File: config.mk
export PLATFORM = sky130hd
export DESIGN_NAME = crypt_arbiter
export DESIGN_NICKNAME = d
export VERILOG_FILES = /design/src/rtl/crypt_pkg.sv /design/src/rtl/crypt_rr_pick.sv /design/src/rtl/crypt_arbiter.sv
export SDC_FILE = /design/constraint.sdc
export NUM_CORES = 1
export LEC_CHECK = 0
export ABC_AREA = 1
export ABC_CLOCK_PERIOD_IN_PS = 3700
export CELL_PAD_IN_SITES_DETAIL_PLACEMENT = 0
export CELL_PAD_IN_SITES_GLOBAL_PLACEMENT = 1
export CORE_ASPECT_RATIO = 0.9
export CORE_MARGIN = 3
export CORE_UTILIZATION = 29
export DETAILED_ROUTE_END_ITERATION = 7
export PLACE_DENSITY_LB_ADDON = 0.1
export SYNTH_ARGS = -nofsm -noshare
export SYNTH_HDL_FRONTEND = slang
export SYNTH_SLANG_ARGS = --single-unit
File: constraint.sdc
create_clock -name clock -period 3.7 [get_ports clock]
set_input_delay 0.74 -clock clock [delete_from_list [all_inputs] [get_ports clock]]
set_output_delay 0.74 -clock clock [all_outputs]
set_load 0.05 [all_outputs]
File: src/rtl/crypt_pkg.sv
`default_nettype none
// ============================================================================
// Module      : crypt_pkg
// Description : Shared definitions for the crypt engine arbiter: sequencer
//               state encoding, engine key constants, the engine bit
//               permutation order and a helper that applies it.
// Revision    : 1.0 - initial release
// ============================================================================
package crypt_pkg;

  // Sequencer states. Width is explicit so the encoding is fixed.
  typedef enum logic [1:0] {
    IDLE = 2'd0,
    WAIT = 2'd1,
    RESP = 2'd2
  } crypt_state_t;

  // Engine round keys. The engine XORs all three into its output, so the
  // combined key is what a reference model needs.
  localparam logic [7:0] K1 = 8'h3E;
  localparam logic [7:0] K2 = 8'h49;
  localparam logic [7:0] K3 = 8'h7E;
  localparam logic [7:0] KX = 8'h09;

  // Permutation source indices, listed MSB first: output bit 7 takes input
  // bit 0, output bit 6 takes input bit 5, ..., output bit 0 takes input
  // bit 1. Field b (bits [b*3 +: 3]) is the source for output bit b.
  localparam logic [23:0] PERM_IDX = {3'd0, 3'd5, 3'd2, 3'd6,
                                      3'd7, 3'd4, 3'd3, 3'd1};

  // Applies the engine's bit permutation to one byte.
  function automatic logic [7:0] crypt_perm(input logic [7:0] i_din);
    logic [7:0] v_out;
    v_out = '0;
    for (int b = 0; b < 8; b++) begin
      v_out[b] = i_din[PERM_IDX[b*3 +: 3]];
    end
    return v_out;
  endfunction

endpackage : crypt_pkg
`default_nettype wire

File: src/rtl/crypt_rr_pick.sv
`default_nettype none
// ============================================================================
// Module      : crypt_rr_pick
// Description : Combinational round-robin picker. Searches i_req_valid
//               upward from i_last+1, wrapping modulo NREQ, and reports the
//               first asserted requester.
// Ports       : i_req_valid - per-requester request flags
//               i_last      - index granted most recently
//               o_grant     - one-hot grant (all zero when no request)
//               o_idx       - binary index of the granted requester
//               o_hit       - at least one requester is asserting
// Revision    : 1.0 - initial release
// ============================================================================
module crypt_rr_pick #(
  parameter int NREQ = 4,
  parameter int IW   = $clog2(NREQ)
) (
  input  logic [NREQ-1:0] i_req_valid,
  input  logic [IW-1:0]   i_last,
  output logic [NREQ-1:0] o_grant,
  output logic [IW-1:0]   o_idx,
  output logic            o_hit
);

  // One extra bit so last+offset cannot overflow before the wrap.
  logic [IW:0] w_pos;

  always_comb begin
    o_grant = '0;
    o_idx   = '0;
    o_hit   = 1'b0;
    w_pos   = '0;
    // Offset 1 is the highest-priority position; offset NREQ is the
    // requester served last time, which only wins when it is alone.
    for (int off = 1; off <= NREQ; off++) begin
      w_pos = {1'b0, i_last} + (IW+1)'(off);
      if (w_pos >= (IW+1)'(NREQ)) begin
        w_pos = w_pos - (IW+1)'(NREQ);
      end
      if (!o_hit && i_req_valid[w_pos[IW-1:0]]) begin
        o_hit = 1'b1;
        o_idx = w_pos[IW-1:0];
      end
    end
    if (o_hit) begin
      o_grant[o_idx] = 1'b1;
    end
  end

endmodule : crypt_rr_pick
`default_nettype wire

File: src/rtl/crypt_arbiter.sv
`default_nettype none
// ============================================================================
// Module      : crypt_arbiter
// Description : Round-robin arbiter and sequencer sharing one byte-wide
//               encryption engine between NREQ requesters. Accepts one byte
//               from the winning requester, holds it on the engine input
//               while waiting for the engine's valid (or a timeout), then
//               returns the result tagged with the requester index.
// Ports       : clock, rst        - clock, asynchronous active-low reset
//               i_req_valid/data  - requester side (data packed i*N +: N)
//               o_req_ready       - one-hot accept strobe (IDLE only)
//               o_rsp_*           - response channel with i_rsp_ready
//               o_eng_en/din      - engine drive
//               i_eng_dout/v      - engine result
//               o_busy            - sequencer not in IDLE
//               o_stat_done/err   - response counters
// Build macro : CRYPT_ARB_STATS_EN - builds the saturating response
//               counters; when undefined the stat ports are tied to zero.
// Revision    : 1.0 - initial release
// ============================================================================
module crypt_arbiter
  import crypt_pkg::*;
#(
  parameter int N       = 8,
  parameter int NREQ    = 4,
  parameter int TIMEOUT = 15
) (
  input  logic                      clock,
  input  logic                      rst,
  input  logic [NREQ-1:0]           i_req_valid,
  input  logic [NREQ*N-1:0]         i_req_data,
  output logic [NREQ-1:0]           o_req_ready,
  output logic                      o_rsp_valid,
  input  logic                      i_rsp_ready,
  output logic [$clog2(NREQ)-1:0]   o_rsp_id,
  output logic [N-1:0]              o_rsp_data,
  output logic                      o_rsp_err,
  output logic                      o_eng_en,
  output logic [N-1:0]              o_eng_din,
  input  logic [N-1:0]              i_eng_dout,
  input  logic                      i_eng_v,
  output logic                      o_busy,
  output logic [15:0]               o_stat_done,
  output logic [15:0]               o_stat_err
);

  localparam int            IW         = $clog2(NREQ);
  localparam int            TW         = $clog2(TIMEOUT + 1);
  localparam logic [TW-1:0] C_TMO_LAST = TW'(TIMEOUT - 1);

  crypt_state_t   r_state;
  crypt_state_t   w_state_nxt;

  logic [IW-1:0]  r_last;
  logic [IW-1:0]  r_id;
  logic [N-1:0]   r_data;
  logic [N-1:0]   r_rsp_data;
  logic           r_rsp_err;
  logic [TW-1:0]  r_timer;

  logic [NREQ-1:0] w_grant;
  logic [IW-1:0]   w_gidx;
  logic            w_hit;
  logic            w_accept;
  logic            w_rsp_hs;
  logic            w_tmo;

  crypt_rr_pick #(
    .NREQ (NREQ),
    .IW   (IW)
  ) u_pick (
    .i_req_valid (i_req_valid),
    .i_last      (r_last),
    .o_grant     (w_grant),
    .o_idx       (w_gidx),
    .o_hit       (w_hit)
  );

  assign w_tmo = (r_timer == C_TMO_LAST);

  // --------------------------------------------------------------------------
  // State register
  // --------------------------------------------------------------------------
  always_ff @(posedge clock or negedge rst) begin
    if (!rst) begin
      r_state <= IDLE;
    end else begin
      r_state <= w_state_nxt;
    end
  end

  // --------------------------------------------------------------------------
  // Next state and state-decoded outputs
  // --------------------------------------------------------------------------
  always_comb begin
    w_state_nxt = r_state;
    o_req_ready = '0;
    o_eng_en    = 1'b0;
    o_rsp_valid = 1'b0;
    o_busy      = 1'b1;
    w_accept    = 1'b0;
    w_rsp_hs    = 1'b0;
    case (r_state)
      IDLE: begin
        o_busy      = 1'b0;
        // The picker only grants an asserted requester, so a grant is
        // already a completed handshake.
        o_req_ready = w_grant;
        w_accept    = w_hit;
        if (w_hit) begin
          w_state_nxt = WAIT;
        end
      end
      WAIT: begin
        o_eng_en = 1'b1;
        if (i_eng_v || w_tmo) begin
          w_state_nxt = RESP;
        end
      end
      RESP: begin
        o_rsp_valid = 1'b1;
        w_rsp_hs    = i_rsp_ready;
        // Returning to IDLE first means no grant in the handshake cycle.
        if (i_rsp_ready) begin
          w_state_nxt = IDLE;
        end
      end
      default: begin
        w_state_nxt = IDLE;
      end
    endcase
  end

  // --------------------------------------------------------------------------
  // Request capture, wait timer and response registers
  // --------------------------------------------------------------------------
  always_ff @(posedge clock or negedge rst) begin
    if (!rst) begin
      // Requester 0 is first in line after reset.
      r_last     <= IW'(NREQ - 1);
      r_id       <= '0;
      r_data     <= '0;
      r_rsp_data <= '0;
      r_rsp_err  <= 1'b0;
      r_timer    <= '0;
    end else begin
      if (w_accept) begin
        r_data  <= i_req_data[w_gidx*N +: N];
        r_id    <= w_gidx;
        r_last  <= w_gidx;
        r_timer <= '0;
      end
      if (r_state == WAIT) begin
        // Engine valid wins over a timeout landing in the same cycle.
        if (i_eng_v) begin
          r_rsp_data <= i_eng_dout;
          r_rsp_err  <= 1'b0;
        end else if (w_tmo) begin
          r_rsp_data <= '0;
          r_rsp_err  <= 1'b1;
        end else begin
          r_timer <= r_timer + TW'(1);
        end
      end
    end
  end

  assign o_rsp_id   = r_id;
  assign o_rsp_data = r_rsp_data;
  assign o_rsp_err  = r_rsp_err;
  assign o_eng_din  = r_data;

  // --------------------------------------------------------------------------
  // Optional response statistics
  // --------------------------------------------------------------------------
`ifdef CRYPT_ARB_STATS_EN
  logic [15:0] r_stat_done;
  logic [15:0] r_stat_err;

  always_ff @(posedge clock or negedge rst) begin
    if (!rst) begin
      r_stat_done <= '0;
      r_stat_err  <= '0;
    end else if (w_rsp_hs) begin
      if (r_rsp_err) begin
        if (r_stat_err != 16'hFFFF) begin
          r_stat_err <= r_stat_err + 16'd1;
        end
      end else begin
        if (r_stat_done != 16'hFFFF) begin
          r_stat_done <= r_stat_done + 16'd1;
        end
      end
    end
  end

  assign o_stat_done = r_stat_done;
  assign o_stat_err  = r_stat_err;
`else
  logic w_unused_hs;
  assign w_unused_hs = w_rsp_hs;
  assign o_stat_done = '0;
  assign o_stat_err  = '0;
`endif

endmodule : crypt_arbiter
`default_nettype wire

==> flow_metrics.py <==
metrics = {
    "status": {
        "status": "completed",
    },
    "setup_path": {
        "reg2reg_to": "o_eng_din[5]$_DFFE_PN0P_",
        "crit_type": "primary input to primary output",
        "endpoint_kind": "primary output",
        "slowest_delay_ps": 470,
        "cp-endpoint": "o_req_ready[3]",
        "reg2reg_depth": 14,
        "crit_buf_inv": 4,
        "crit_slowest_cell": "clkdlybuf4s50_1",
        "path_depth": 12,
        "reg2reg_slack_ps": 1540,
        "cp_top_family": "simple AND/OR/NAND/NOR gates",
        "worstPathRequired_ps": 2960,
        "r2r-start": "r_last[0]$_DFFE_PN1P_",
        "startpoint": "i_req_valid[3]",
        "path_cells": "clkdlybuf4s50_1 -> inv_1 -> nand2_1 -> nand2_1 -> nor2_2 -> nor2_1 -> nand3_4 -> nand2_2 -> inv_1 -> nand3_1 -> nor2_1 -> buf_12",
        "crit_path_start_kind": "primary input",
        "arrival_ps": 2600,
        "crit_fanout": 6,
    },
    "logic_synthesis": {
        "synth_seq_area_share_pct": 33.23,
        "yosysTopAreaCellShare_pct": 30.66,
        "synthTopCellsByArea": "dfrtp_1, nand2_1, buf_4, inv_1, nand3_1",
        "postSynthCellCount": 293,
        "synth_cell_types": 27,
        "syn_area_um2": 2041,
        "syn_avg_cell_area_um2": 6.965,
        "synth_top_cell_by_area": "dfrtp_1",
        "ys_ff_latch": 27,
        "ys_warn_count": 0,
    },
    "grt": {
        "use_met3_pct": 2.895,
        "grt_max_degree": 28,
        "grt_pass1_wl_um": 8418,
        "grt_usage_pct": 12.66,
        "use_met1_pct": 16.79,
        "grt_pass1_vias": 1824,
        "grt_util_met2_pct": 21.39,
        "grt.busiest_layer": "met2",
        "grt_overflow": 0,
        "antenna_found_initial": 0,
    },
    "floorplanning": {
        "die_area_um2": 8081,
        "die_w_um": 94.43,
        "start_util_pct": 30.50,
        "die_y_um": 85.58,
        "ios": 106,
        "core_area_um2": 6691,
        "fp-row-count": 28,
    },
    "cts": {
        "post_cts_buffers": 0,
        "cts_tree": "built",
        "clkLatencyLatePin_ps": 270,
        "cts.path.max_buffers": 2,
        "clkSinkCount": 27,
        "post_cts_resize_count": 0,
        "root_buffer": "clkbuf_8",
        "cts_hold_buf": 0,
        "htreeDepth": 1,
        "path_clk_slew_ps": 90,
        "cts_made_buffers": 3,
    },
    "timing": {
        "finalCriticalPeriod_ps": 3336,
        "tns_ps": 0,
        "holdWs_ps": 481.4,
        "relSlewSlack_pct": 58.40,
        "rsz0062_at_grt": "false",
        "maxSlewViolCount": 0,
        "fin_crit_sh_pct": 90.16,
        "fmax_ghz": 0.2998,
        "setup_slack_ps": 364.1,
        "worst_pin_slew_ps": 621.7,
        "hold_viol": 0,
        "setup_viol": 0,
        "clock_skew_ps": 1.554,
    },
    "detailed_routing": {
        "wl_per_cell_um": 11.39,
        "drt_iter0_markers": 59,
        "drcViolationCount": 0,
        "firstDrtPassIters": 4,
        "wl_um": 5204,
        "dr_total_vias": 1935,
        "routed_via_density": 4.234,
        "drtAntennaViolNets": 0,
    },
    "final_layout": {
        "insertedDiodeCount": 0,
        "drive_gt1_share_pct": 9.264,
        "area_growth_pct": 39.12,
        "fin_nets": 418,
        "fin_util_pct": 42.43,
    },
    "pwr": {
        "powerDensity_nw_per_um2": 1098,
        "ir_drop_uv": 386.8,
        "p_leak_nw": 1.505,
        "p_total_mw": 3.116,
    },
    "placed_design": {
        "globalplace.congestion": 0.7720,
        "numPortBuffers": 73,
        "dp_slack_ps": 332.0,
        "hpwl_um": 4043,
    },
    "job": {
        "cap_violations": 0,
    },
    "min_path": {
        "hold_class": "register to register",
    },
}
power breakdown:
part           total, mW  switching (mW)  leakage (nW)  internal (mW)
clock              0.163          0.0874        0.0255         0.0753
sequential         0.546           0.100         0.338          0.446
combinational       2.41            1.60          1.14          0.812
cell type report:
type	instances	area, um2
clock buffers	3	41.29
clock inverters	1	5.005
fillers	715	3852
inverters	50	190.2
multi-input cells	207	996.0
flip-flops and latches	27	678.2
well taps	90	112.6
repair buffers	79	815.8
routing by layer:
metal  wire [um]  up-vias  share of wire, %
met1        2311      860                44
met5           0        -                 0
met3         353        4               6.8
met4          49        0              0.94
met2        2489       62                48
li1            -     1009                 -
cell usage after synthesis (all sizes together):
cell type	count
nand2	92
inv	49
buf	40
nand3	28
dfrtp	25
nand4	17
nor2	16
a22o	8
a21oi	6
o21ai	4
dfstp	2
ha	2
clkinv	1
conb	1
nor3	1
o31ai	1
per-stage QoR:
stage / std cells / cell area [um2]
floorplan: 324 / 2157
global placement: 453 / 2793
detailed placement: 453 / 2793
CTS: 457 / 2839
global route: 457 / 2839
finish: 457 / 2839
kinds of logic after synthesis:
| kind of cell | Yosys count | share of synthesized area, % |
|---|---|---|
| compound gates | 19 | 6.438 |
| fa+ha+maj | 2 | 1.226 |
| buf+inv | 90 | 23.67 |
| flops | 27 | 33.23 |
| other cells | 1 | 0.1838 |
| simple gates | 154 | 35.25 |
worst min path at each step:
stage | slack (ps) | end | cells past startpoint | from
after floorplan | 440 | o_eng_din[0]$_DFFE_PN0P_ | 0 | rst
after CTS | 480 | r_timer[3]$_DFF_PN0_ | 1 | r_timer[3]$_DFF_PN0_
final | 480 | r_timer[3]$_DFF_PN0_ | 1 | r_timer[3]$_DFF_PN0_
after detailed placement | 470 | r_timer[3]$_DFF_PN0_ | 1 | r_timer[3]$_DFF_PN0_
after global placement | 460 | r_timer[3]$_DFF_PN0_ | 1 | r_timer[3]$_DFF_PN0_
after global routing | 520 | o_eng_din[1]$_DFFE_PN0P_ | 2 | o_eng_din[1]$_DFFE_PN0P_
cell usage in the layout (no fill, tap or decap), types with 3 or more instances in the layout:
| cell | count |
|---|---|
| nand3_1 | 25 |
| inv_1 | 45 |
| clkdlybuf4s50_1 | 69 |
| conb_1 | 32 |
| buf_12 | 4 |
| buf_4 | 6 |
| clkbuf_8 | 3 |
| nor2_1 | 14 |
| nand2_1 | 85 |
| nand2_2 | 6 |
| inv_2 | 3 |
| nand4_1 | 17 |
| dfrtp_1 | 25 |
| a21oi_1 | 5 |
| a22o_1 | 8 |
registers in the layout (all words and copies together), names as in the netlist:
register    count
r_timer         4
o_rsp_data      8
o_rsp_id        2
r_last          2
o_rsp_err       1
o_eng_din       8
r_state         2
Note: power is estimated with default switching activity, not from simulation.
